## src/rtl/store_buffer_pkg.sv

```systemverilog
// Shared definitions for the store buffer and the data memory it fronts:
// bus widths, default memory size, the address-valid compare and the port ops.
package store_buffer_pkg;

  localparam int ADDR_W       = 32;
  localparam int DATA_W       = 32;
  localparam int RAM_SIZE_DEF = 256;

  // What the single memory port does in a given cycle, highest priority first.
  typedef enum logic [1:0] {
    PORT_FORCED = 2'd0,
    PORT_LOAD   = 2'd1,
    PORT_DRAIN  = 2'd2,
    PORT_IDLE   = 2'd3
  } port_op_e;

  // An address is usable only if it falls inside the word-addressed RAM.
  function automatic logic addr_ok(input logic [ADDR_W-1:0] addr,
                                   input int unsigned       ram_size);
    return addr < ADDR_W'(ram_size);
  endfunction

endpackage

```

## src/rtl/store_buffer_match.sv

```systemverilog
// Store-to-load forwarding lookup: compares the load address with every
// occupied buffer entry and returns the youngest matching store's data.
module sb_match
  import store_buffer_pkg::*;
#(
  parameter int DEPTH = 4,
  parameter int PTR_W = 2
) (
  input  logic [ADDR_W-1:0]             i_addr,
  input  logic [DEPTH-1:0][ADDR_W-1:0]  i_ent_addr,
  input  logic [DEPTH-1:0][DATA_W-1:0]  i_ent_data,
  input  logic [PTR_W-1:0]              i_head,
  input  logic [PTR_W:0]                i_count,
  output logic                          o_hit,
  output logic [DATA_W-1:0]             o_data
);

  logic [PTR_W-1:0] w_idx;

  // Walk from oldest (head) to youngest (tail-1); later matches override earlier.
  always_comb begin
    o_hit  = 1'b0;
    o_data = '0;
    w_idx  = '0;
    for (int i = 0; i < DEPTH; i++) begin
      w_idx = i_head + PTR_W'(i);
      if (((PTR_W+1)'(i) < i_count) && (i_ent_addr[w_idx] == i_addr)) begin
        o_hit  = 1'b1;
        o_data = i_ent_data[w_idx];
      end
    end
  end

endmodule

```

## src/rtl/store_buffer.sv

```systemverilog
// Write-posting store buffer between the CPU memory stage and a single-port
// data memory. Stores are queued and drained when the port is free; loads
// take the port first and are forwarded from the youngest pending store.
module store_buffer
  import store_buffer_pkg::*;
#(
  parameter int DEPTH    = 4,
  parameter int RAM_SIZE = RAM_SIZE_DEF
) (
  input  logic              clk,
  input  logic              reset_n,
  input  logic              cpu_rd,
  input  logic              cpu_wr,
  input  logic [ADDR_W-1:0] cpu_addr,
  input  logic [DATA_W-1:0] cpu_wdata,
  output logic [DATA_W-1:0] cpu_rdata,
  output logic              cpu_accessable,
  output logic              stall,
  output logic              mem_rd,
  output logic              mem_wr,
  output logic [ADDR_W-1:0] mem_addr,
  output logic [DATA_W-1:0] mem_wdata,
  input  logic [DATA_W-1:0] mem_rdata
);

  localparam int PTR_W = $clog2(DEPTH);

  logic [PTR_W-1:0]             r_head;
  logic [PTR_W-1:0]             r_tail;
  logic [PTR_W:0]               r_count;
  logic [DEPTH-1:0][ADDR_W-1:0] r_addr;
  logic [DEPTH-1:0][DATA_W-1:0] r_data;

  logic              w_valid;
  logic              w_req;
  logic              w_full;
  logic              w_push;
  logic              w_pop;
  logic              w_hit;
  logic [DATA_W-1:0] w_hit_data;
  port_op_e          w_op;

  assign w_valid = addr_ok(cpu_addr, RAM_SIZE);
  assign w_req   = cpu_rd | cpu_wr;
  assign w_full  = (r_count == (PTR_W+1)'(DEPTH));

  sb_match #(
    .DEPTH (DEPTH),
    .PTR_W (PTR_W)
  ) u_match (
    .i_addr     (cpu_addr),
    .i_ent_addr (r_addr),
    .i_ent_data (r_data),
    .i_head     (r_head),
    .i_count    (r_count),
    .o_hit      (w_hit),
    .o_data     (w_hit_data)
  );

  // Pick this cycle's port owner: a full buffer must drain before any request,
  // then loads, then opportunistic draining when the CPU is not loading.
  always_comb begin
    w_op = PORT_IDLE;
    if (w_full && w_req)
      w_op = PORT_FORCED;
    else if (cpu_rd && w_valid)
      w_op = PORT_LOAD;
    else if (!cpu_rd && (r_count != '0))
      w_op = PORT_DRAIN;
  end

  // Drive the memory port from the chosen op; unused fields stay at zero.
  always_comb begin
    mem_rd    = 1'b0;
    mem_wr    = 1'b0;
    mem_addr  = '0;
    mem_wdata = '0;
    case (w_op)
      PORT_LOAD: begin
        mem_rd   = 1'b1;
        mem_addr = cpu_addr;
      end
      PORT_FORCED, PORT_DRAIN: begin
        mem_wr    = 1'b1;
        mem_addr  = r_addr[r_head];
        mem_wdata = r_data[r_head];
      end
      default: ;
    endcase
  end

  assign stall          = (w_op == PORT_FORCED);
  assign w_pop          = (w_op == PORT_FORCED) || (w_op == PORT_DRAIN);
  assign w_push         = cpu_wr && w_valid && !stall;
  assign cpu_accessable = !(w_req && !w_valid);
  // The same-cycle store is not yet in the entry array, so a combined
  // load+store sees only older data.
  assign cpu_rdata      = (cpu_rd && w_valid) ? (w_hit ? w_hit_data : mem_rdata) : '0;

  // FIFO bookkeeping; pointers wrap naturally since DEPTH is a power of two.
  always_ff @(posedge clk or negedge reset_n) begin
    if (!reset_n) begin
      r_head  <= '0;
      r_tail  <= '0;
      r_count <= '0;
    end else begin
      if (w_push) r_tail <= r_tail + PTR_W'(1);
      if (w_pop)  r_head <= r_head + PTR_W'(1);
      case ({w_push, w_pop})
        2'b10:   r_count <= r_count + (PTR_W+1)'(1);
        2'b01:   r_count <= r_count - (PTR_W+1)'(1);
        default: r_count <= r_count;
      endcase
    end
  end

  // Entry payload is plain storage; occupancy is tracked by the pointers.
  always_ff @(posedge clk) begin
    if (w_push) begin
      r_addr[r_tail] <= cpu_addr;
      r_data[r_tail] <= cpu_wdata;
    end
  end

endmodule

```

## config.mk

```make
export PLATFORM = sky130hd
export DESIGN_NAME = store_buffer
export DESIGN_NICKNAME = d
export VERILOG_FILES = /design/src/rtl/store_buffer_pkg.sv /design/src/rtl/store_buffer_match.sv /design/src/rtl/store_buffer.sv
export SDC_FILE = /design/constraint.sdc
export NUM_CORES = 1
export LEC_CHECK = 0
export CAP_MARGIN = 10
export CORE_MARGIN = 3
export CORE_UTILIZATION = 52
export CTS_BUF_LIST = sky130_fd_sc_hd__clkbuf_8
export DETAILED_ROUTE_END_ITERATION = 10
export PLACE_DENSITY = 0.74
export SLEW_MARGIN = 20
export SYNTH_ARGS = -nofsm -noshare
export SYNTH_HDL_FRONTEND = slang
export SYNTH_HIERARCHICAL = 1
export SYNTH_SLANG_ARGS = --single-unit
```

## constraint.sdc

```tcl
create_clock -name clk -period 5.2 [get_ports clk]
set_input_delay 1.04 -clock clk [delete_from_list [all_inputs] [get_ports clk]]
set_output_delay 1.04 -clock clk [all_outputs]
set_load 0.005 [all_outputs]
```

==> impl_metrics.ini <==
[run_status]
status = finished with violations
violations = setup timing

[cts]
cts_sinks = 263
clkTransAtPathRegs_ns = 0.05
clk_latency_ns = 0.60
ctsLongestPathBuffers = 3
cts-root-buf = clkbuf_8
hold_buffers = 0
cts_htree_levels = 2
cts_tree = yes
numCtsBuffers = 47

[floorplan]
rows = 70
fp.dieH_um = 199
fp.dieW_um = 199
core_mm2 = 0.0367
dieArea_mm2 = 0.0396
design.portCount = 200
start_util_pct = 52.8

[critical_path]
rr_startpoint = r_count[2]
cpLargestDelayFamily = compound AO/OA/AOI/OAI gates
crit_required_ns = 4.16
cp_data_arrival_time_ns = 4.36
r2r_slack_ns = 2.02
crit_path_top_delay_cell = clkdlybuf4s50_1
critPathBufInv = 5
crit_type = input port to output port
endpoint_kind = output port
worst_path_largest_cell_delay_ns = 0.56
start_kind = input port
crit_chain = clkdlybuf4s50_1 > inv_1 > a221o_1 > nor4_1 > a21oi_1 > a21oi_2 > nand4_1 > buf_12 > buf_4 > o311ai_1 > o31ai_1 > o211ai_1 > mux2i_1 > nor2_1 > buf_2
critical_path.reg2reg.endpoint = r_count[2]
r2r_cells = 9
crit_path_max_fanout = 10

[global_route]
grtUsageMet3_pct = 6.17
grt_pass1_wl_um = 92500
grt-ovfl-total = 0
grtUsageMet2_pct = 48.4
antenna_found_initial = 0
grt_util_all_layers_pct = 30.6
grt_start_max_net_pins = 79
grt.met1_usage_pct = 43.0
grt_pass1_vias = 15900
busiest_layer = met2

[synth]
yosysTopAreaCell = edfxtp_1
synth_area_mm2 = 0.0194
ys_seq_area_share_pct = 40.6
synth.top_cells.by_area = edfxtp_1, mux4_2, mux2i_1, xnor2_1, nor2_1
synth-seq-cells = 263
synthTopCellsByCount = edfxtp_1, mux2i_1, nor2_1
ys.flop_type = edfxtp_1
avgSynthCellArea_um2 = 12.1
syn_inst = 1600
netlist.area_leader.share_pct = 39.7
synth_enable_flop_cells = 256
syn_nets = 1706
yosysMostFrequentCell = edfxtp_1
synth_cell_types = 77
yosysWarnings = 6
ys_async_sr_fraction_pct = 2.66

[hold_path]
hold_end = r_tail[1]
hp-start = r_tail[1]
min_path_cells = 1
hold_path.class = register to register

[drt]
drt_iter0_drc = 1851
ant_nets = 0
via_count = 16300
detail_route.wl_per_cell_um = 25.1
viasPerCell = 6.52
drt-pass1-iter-count = 6
drt_wl_total_um = 63000
route.detailed.drc = 0

[sta]
min_period_over_period_pct = 104
slew_headroom_pct = 38.7
post-route-worst-setup-slack_ns = -0.203
hold_viol = 0
rsz0062_at_grt = yes
worst_slew_pin_slew_ns = 0.920
finalSetupViolations = 32
finalClockSkew_ns = 0.0324
fmax_mhz = 185
period_needed_ns = 5.40
drv_slew = 0

[placed_design]
hpwl_um = 42200
pre_cts_ws_ns = -0.565
port_buffers = 199
gp_congestion = 1.04

[layout]
drive_above_1_share_pct = 34.9
antennaDiodeCount = 0
fin_nets = 2107
fillerInstances = 2507
seqCellArea_mm2 = 0.00787
areaGrowthSynthToFinish_pct = 33.0
multiInputGateArea_mm2 = 0.0113

[job]
drv_cap = 0

[power_and_ir_drop]
p_leak_uw = 0.00937
p_per_area_mw_per_mm2 = 436
irDropWorstVdd_uv = 476
p_total_uw = 11200
power breakdown:
group          total [uW]  switching [uW]  leakage [uW]  internal (uW)
Combinational        6760            3250       0.00646           3510
Clock                2050             877      0.000533           1170
Sequential           2410            59.5       0.00238           2350
Total               11200            4190       0.00937           7030
state kept, by name, summed over array words and instances (netlist names):
| name | cells |
|---|---|
| r_data | 128 |
| r_head | 2 |
| r_count | 3 |
| r_tail | 2 |
| r_addr | 128 |
placed cells by master, fill, tap and decap left out, types with 7 or more instances in the layout:
cell / netlist / final
nor3_2: 0 / 9
buf_6: 16 / 36
buf_12: 0 / 36
nor2_1: 170 / 169
a211oi_2: 2 / 9
buf_4: 9 / 213
o21ai_2: 2 / 19
nand3b_1: 10 / 10
inv_1: 13 / 21
nand3_1: 49 / 48
a311oi_1: 12 / 12
and2_4: 0 / 7
o311ai_2: 0 / 10
o311ai_1: 11 / 10
nor4_2: 5 / 8
a31o_2: 7 / 7
buf_2: 51 / 31
mux2i_2: 1 / 12
nand2_1: 28 / 25
o32ai_1: 11 / 8
mux2_2: 42 / 42
buf_8: 3 / 13
clkbuf_8: 0 / 49
mux4_2: 131 / 131
o21ai_1: 0 / 10
xor2_1: 17 / 17
o21ai_0: 61 / 32
a32o_1: 9 / 9
nor3_1: 39 / 30
xnor2_1: 112 / 91
clkdlybuf4s50_1: 0 / 166
xnor2_2: 0 / 21
edfxtp_1: 256 / 256
clkinv_1: 0 / 18
a21oi_1: 10 / 9
nand4_1: 20 / 20
and2_1: 62 / 59
mux2i_1: 214 / 201
o22ai_1: 13 / 13
o211ai_1: 21 / 21
how the worst max path moves through the flow:
stage	slack, ns	endpoint	startpoint	depth (start not counted)
3_5_place_dp	-0.57	cpu_rdata[1]	cpu_addr[7]	13
6_report	-0.20	cpu_rdata[25]	cpu_addr[1]	15
5_1_grt	-0.37	cpu_rdata[25]	r_head[0]	18
3_3_place_gp	-0.59	cpu_rdata[1]	cpu_addr[7]	13
2_1_floorplan	0.32	cpu_rdata[11]	cpu_addr[7]	15
4_1_cts	-0.18	cpu_rdata[15]	r_head[0]	20
layer usage:
layer  part of all wire [%]  vias to the layer above
li1                       -                     7075
met1                     40                     8157
met2                     47                      940
met3                    9.7                      176
met4                    3.2                        0
met5                      0                        -
kinds of logic (layout without fill, tap and decap cells):
logic type	Yosys count	after routing	share of synthesized area, %
AO/OA/AOI/OAI	228	228	8.68
XOR/XNOR	129	129	5.83
adder cells (fa/ha/maj)	6	6	0.426
buffers and inverters	166	605	4.52
flip-flops	263	263	40.6
multiplexers	391	391	29.1
AND/OR/NAND/NOR	417	417	10.9
what timing repair did:
action	4_1_cts	5_1_grt
setup endpoints to repair	32	32
pin swaps	69	56
gates cloned	9	0
gates resized for setup	223	130
buffers inserted	73	13
stage by stage:
step	instance area (um^2)	utilization [%]	setup TNS, ns	instances	hold WS [ns]
global placement	23200	63.3	-15.02	2333	0.546
floorplan	19400	-	0	1600	0.512
finish	25800	70.2	-3.71	2507	0.597
global route	25800	70.2	-8.37	2507	0.611
CTS	25400	69.2	-3.26	2499	0.596
detailed placement	23200	63.3	-14.30	2333	0.593
cell type report:
class,instances,area share [%]
sequential,263,30.6
timing repair buffer,505,19.4
tap,468,2.27
clock buffer,49,2.62
multi-input combinational,1171,43.8
clock inverter,38,1.19
inverter,13,0.238
Note: power is estimated with default switching activity, not from simulation.
